**config.mk**
```make
export PLATFORM = sky130hd
export DESIGN_NAME = if_id_skid
export DESIGN_NICKNAME = d
export VERILOG_FILES = /design/src/rtl/if_id_skid.sv
export SDC_FILE = /design/constraint.sdc
export NUM_CORES = 1
export LEC_CHECK = 0
export CAP_MARGIN = 10
export CORE_MARGIN = 4
export CORE_UTILIZATION = 45
export DETAILED_ROUTE_END_ITERATION = 7
export GPL_TIMING_DRIVEN = 1
export PLACE_DENSITY = 0.84
export SYNTH_ARGS = -nofsm -noshare
export SYNTH_HDL_FRONTEND = slang
export SYNTH_SLANG_ARGS = --single-unit
export TNS_END_PERCENT = 50
```
**constraint.sdc**
```tcl
create_clock -name clk -period 1.9 [get_ports clk]
set_input_delay 0.38 -clock clk [delete_from_list [all_inputs] [get_ports clk]]
set_output_delay 0.38 -clock clk [all_outputs]
set_load 0.1 [all_outputs]
```
**src/rtl/if_id_skid.sv**
```systemverilog
// if_id_skid -- IF/ID pipeline stage with valid/ready handshake.
//
// Carries the fetched PC and instruction word from fetch to decode. Either
// side may stall without losing an instruction. A synchronous flush drops
// everything held plus any transfer offered in the same cycle.
//
// Build option (macro IF_ID_SKID_EN):
//   defined   : a second (skid) entry S is added and if_ready is derived
//               from registered state only, so there is no combinational
//               path from id_ready to if_ready.
//   undefined : single entry; if_ready = rst && (!id_valid || id_ready).
//
// Parameters:
//   ADDR_W   PC width in bits
//   INST_W   instruction width in bits
//   NOP_INST instruction word shown on id_inst while the stage is empty
//
// Ports:
//   clk      clock, all state updates on the rising edge
//   rst      synchronous active-low reset
//   flush    invalidate held entries, drop this cycle's incoming transfer
//   if_valid fetch presents if_pc / if_inst
//   if_ready stage accepts a transfer this cycle
//   if_pc    fetched PC
//   if_inst  fetched instruction
//   id_valid id_pc / id_inst hold a valid instruction
//   id_ready decode consumes the instruction this cycle
//   id_pc    PC to decode (0 when empty)
//   id_inst  instruction to decode (NOP_INST when empty)
module if_id_skid #(
  parameter int                 ADDR_W   = 32,
  parameter int                 INST_W   = 32,
  parameter logic [INST_W-1:0]  NOP_INST = '0
) (
  input  logic              clk,
  input  logic              rst,
  input  logic              flush,
  input  logic              if_valid,
  output logic              if_ready,
  input  logic [ADDR_W-1:0] if_pc,
  input  logic [INST_W-1:0] if_inst,
  output logic              id_valid,
  input  logic              id_ready,
  output logic [ADDR_W-1:0] id_pc,
  output logic [INST_W-1:0] id_inst
);

`ifdef IF_ID_SKID_EN
  typedef enum logic [1:0] {
    EMPTY = 2'd0,
    ONE   = 2'd1,
    TWO   = 2'd2
  } state_t;
`else
  typedef enum logic [0:0] {
    EMPTY = 1'b0,
    ONE   = 1'b1
  } state_t;
`endif

  state_t state, state_nxt;

  logic              in_xfer;
  logic              out_xfer;
  logic              load_m;
  logic [ADDR_W-1:0] m_pc_p1;
  logic [INST_W-1:0] m_inst_p1;

`ifdef IF_ID_SKID_EN
  logic              load_s;
  logic              m_from_s;
  logic [ADDR_W-1:0] s_pc_p1;
  logic [INST_W-1:0] s_inst_p1;
`endif

  assign id_valid = (state != EMPTY);

`ifdef IF_ID_SKID_EN
  // Registered-only ready: the skid entry absorbs the one instruction that
  // may arrive in the cycle decode stalls.
  assign if_ready = rst && (state != TWO);
`else
  assign if_ready = rst && (!id_valid || id_ready);
`endif

  assign in_xfer  = if_valid && if_ready && !flush;
  assign out_xfer = id_valid && id_ready;

  // ---- stage p0 -> p1: next-state and load decisions ----
  always_comb begin
    state_nxt = state;
    load_m    = 1'b0;
`ifdef IF_ID_SKID_EN
    load_s    = 1'b0;
    m_from_s  = 1'b0;
`endif
    if (flush) begin
      // Any output transfer this cycle still completes; decode already
      // sampled M. Everything else is discarded.
      state_nxt = EMPTY;
    end else begin
      case (state)
        EMPTY: begin
          if (in_xfer) begin
            state_nxt = ONE;
            load_m    = 1'b1;
          end
        end
        ONE: begin
          if (in_xfer && out_xfer) begin
            load_m = 1'b1;
          end else if (in_xfer) begin
`ifdef IF_ID_SKID_EN
            state_nxt = TWO;
            load_s    = 1'b1;
`else
            // Unreachable: without a skid entry if_ready implies out_xfer
            // whenever M is occupied.
            load_m    = 1'b1;
`endif
          end else if (out_xfer) begin
            state_nxt = EMPTY;
          end
        end
`ifdef IF_ID_SKID_EN
        TWO: begin
          if (out_xfer) begin
            state_nxt = ONE;
            m_from_s  = 1'b1;
          end
        end
`endif
        default: state_nxt = EMPTY;
      endcase
    end
  end

  always_ff @(posedge clk) begin
    if (!rst) begin
      state <= EMPTY;
    end else begin
      state <= state_nxt;
    end
  end

  // ---- stage p1: M / S data registers ----
  // Data is cleared on reset and flush so a discarded instruction cannot
  // linger in the registers.
  always_ff @(posedge clk) begin
    if (!rst || flush) begin
      m_pc_p1   <= '0;
      m_inst_p1 <= NOP_INST;
`ifdef IF_ID_SKID_EN
      s_pc_p1   <= '0;
      s_inst_p1 <= NOP_INST;
`endif
    end else begin
      if (load_m) begin
        m_pc_p1   <= if_pc;
        m_inst_p1 <= if_inst;
      end
`ifdef IF_ID_SKID_EN
      else if (m_from_s) begin
        m_pc_p1   <= s_pc_p1;
        m_inst_p1 <= s_inst_p1;
      end
      if (load_s) begin
        s_pc_p1   <= if_pc;
        s_inst_p1 <= if_inst;
      end
`endif
    end
  end

  // M may hold a stale, already-consumed entry after ONE -> EMPTY, so the
  // outputs are masked by id_valid.
  assign id_pc   = id_valid ? m_pc_p1   : '0;
  assign id_inst = id_valid ? m_inst_p1 : NOP_INST;

endmodule

```
==> results.py <==
metrics = {
    "power_and_ir_drop": {
        "p_comb_share_pct": 16.6,
        "power_switching_mw": 0.814,
        "ir_worst_vdd_mv": 0.537,
        "finalPower_mw": 3.18,
        "p_leak_nw": 2.00,
        "power_density_nw_per_um2": 593,
        "internal_power_mw": 2.36,
        "p_sw_share_pct": 25.6,
        "clock_power_share_pct": 38.4,
        "seqPwrFrac_pct": 45.1,
    },
    "yosys": {
        "synthFlopType": "dfxtp_1",
        "ys_seq_elements": 65,
        "synth-xor-area-share_pct": 0,
        "syn-num-nets": 438,
        "synth_top_family_by_area": "simple AND/OR/NAND/NOR gates",
        "synth_cell_types": 16,
        "syn_avg_cell_area_um2": 8.31,
        "synth_edf_count": 0,
        "synthAdderAreaFrac_pct": 0,
        "synth_compound_area_share_pct": 14.4,
        "ys_seq_area_share_pct": 42.4,
        "muxShareOfSynthArea_pct": 0,
        "synth-simple-area-share_pct": 35.1,
        "netlist_area_um2": 3070,
        "yosys_warnings": 0,
        "async_flop_share_pct": 0,
        "synth_cells": 369,
    },
    "layout": {
        "final_cell_mix": "72 x buf_12, 67 x clkdlybuf4s50_1, 64 x nand2_1, 64 x nand4_1, 64 x dfxtp_1",
        "nets": 551,
        "multiInputGateArea_um2": 1600,
        "fill_cells": 364,
        "drive_gt1_share_pct": 38.2,
        "diodes": 0,
        "stdcell_count": 564,
        "finish.utilization_pct": 82.6,
        "final_area_um2": 5360,
        "final_common_cell": "buf_12",
        "area_delta_synth_final_pct": 74.9,
        "register_area_um2": 1310,
    },
    "place": {
        "dpl_worst_slack_ns": 0.148,
        "dp_cells": 547,
        "dp_hpwl_um": 6550,
        "port_buffers": 134,
        "place_area_um2": 5150,
        "place_congestion": 0.774,
    },
    "worst_hold_path": {
        "whs_path_depth": 2,
        "hold_class": "reg2reg",
        "holdCritStartpoint": "m_pc_p1[5]",
        "hold_end": "m_pc_p1[5]",
    },
    "drt": {
        "vias": 3089,
        "drt-total-wl_um": 9690,
        "drtAntennaViolNets": 0,
        "met1_length_um": 3800,
        "drcViolationCount": 0,
        "top_layer_used": "met4",
        "wl_met3_um": 746,
        "viasPerCell": 5.48,
        "met2_length_um": 4910,
        "drt_iter0_markers": 141,
        "drt_first_pass_iters": 4,
        "wire_per_inst_um": 17.2,
    },
    "setup_path": {
        "arrival_ns": 1.41,
        "reg2reg_setup_slack_ns": 0.42,
        "reg2reg_to": "m_pc_p1[6]",
        "crit_chain": "buf_4, nand2b_4, and2_2, buf_12",
        "cpPeakStageDelay_ns": 0.43,
        "required_ns": 1.52,
        "crit_path_start_kind": "flop",
        "worst_r2r_path_depth": 5,
        "slowest_stage": "dfxtp_4",
        "crit_fanout": 13,
        "crit_type": "reg2out",
        "critPathCaptureType": "output pin",
        "rr_startpoint": "id_valid",
    },
    "cts": {
        "cts_root_buf": "clkbuf_8",
        "cts_inserted_buffers": 9,
        "cts_hold_buf": 0,
        "clockBufferDepth": 2,
        "clkTransAtPathRegs_ns": 0.07,
        "htreeDepth": 3,
        "cts_tree": "built",
        "insertion_delay_ns": 0.34,
        "clock_sinks": 65,
    },
    "grt": {
        "antenna_found_initial": 0,
        "grt_pass1_wl_um": 15500,
        "grt_pass1_vias": 3084,
        "grt_overflow": 0,
        "grt_max_degree": 68,
        "grt.total_usage_pct": 23.5,
    },
    "timing": {
        "setup_tns_ns": 0,
        "fin_skew_ns": 0.00629,
        "setup_violations": 0,
        "period_minus_slack_ns": 1.79,
        "maxSlewViolCount": 0,
        "finalCritPeriodShare_pct": 94.2,
        "hold_viol": 0,
        "hold_ws_ns": 0.443,
        "worst_slew_pin_slew_ns": 0.471,
        "fmax_ghz": 0.559,
        "rsz0062_at_grt": "false",
        "relSlewSlack_pct": 68.6,
        "fin_ws_ns": 0.109,
    },
    "run": {
        "drv_cap": 0,
    },
    "floorplanning": {
        "rows": 29,
        "start_util_pct": 47.2,
        "pin_count": 135,
        "die_w_um": 90.6,
        "die_area_um2": 8200,
        "die_h_um": 90.6,
        "core_um2": 6490,
    },
    "outcome": {
        "outcome": "complete, no violations",
    },
}
==> cell families (layout without fill, tap and decap cells) <==
| logic type | count (synthesis) | count (layout) |
|---|---|---|
| and+or+nand+nor | 196 | 196 |
| DFF | 65 | 65 |
| buffers and inverters | 43 | 161 |
| AOI/OAI and AO/OA | 65 | 65 |
==> flip-flops by register name, indices dropped and copies added (netlist names) <==
signal,cells
id_valid,1
m_inst_p1,32
m_pc_p1,32
==> power by group through the flow <==
| stage | logic [mW] | clock network, mW | registers [mW] |
|---|---|---|---|
| detailed placement | 0.519 | 0 | 1.46 |
| floorplan | 0.277 | 0 | 1.46 |
| CTS | 0.523 | 1.25 | 1.43 |
| global placement | 0.509 | 0 | 1.46 |
| global route | 0.556 | 1.30 | 1.44 |
| finish | 0.526 | 1.22 | 1.43 |
==> worst max-delay path, delay by kind of cell (launching register included) <==
| kind | cells | cell delay [ns] |
|---|---|---|
| DFF | 1 | 0.43 |
| buffers and inverters | 2 | 0.36 |
| and+or+nand+nor | 2 | 0.28 |
==> worst max path at each step <==
stage	start	end	slack [ns]	depth (start not counted)
final	id_valid	if_ready	0.11	4
after global routing	id_valid	if_ready	0.04	4
after CTS	id_valid	if_ready	0.006	4
after detailed placement	id_ready	m_pc_p1[8]	0.15	5
after global placement	id_ready	if_ready	0.23	4
after floorplan	id_valid	id_inst[25]	-0.005	2
==> synthesized netlist by cell type (4+ instances only) <==
library cell | number | area (µm²)
nand4_1 | 64 | 400
o21ai_2 | 30 | 263
o21ai_1 | 30 | 150
dfxtp_1 | 65 | 1300
o21ai_0 | 4 | 20.0
buf_6 | 7 | 78.8
nand2_1 | 64 | 240
buf_4 | 4 | 30.0
clkbuf_1 | 14 | 52.6
buf_2 | 16 | 80.1
and2_1 | 66 | 413
==> layout make-up <==
class	count	share of cell area (%)
inverters	1	0.0700
flip-flops and latches	65	24.3
clock inverters	2	0.653
clock buffers	14	3.22
multi-input cells	261	29.9
well taps	77	1.80
repair buffers	144	40.0
==> routing by layer <==
layer / vias up / GRT usage (%)
li1: 1501 / -
met1: 1437 / 27.0
met2: 131 / 40.3
met3: 20 / 7.92
met4: 0 / 8.67
met5: - / 0
==> repair_timing <==
action	4_1_cts	5_1_grt
setup endpoints to repair	0	2
setup buffers	0	1
resized for setup	0	0
No activity file was read; power rests on OpenSTA's default activity.
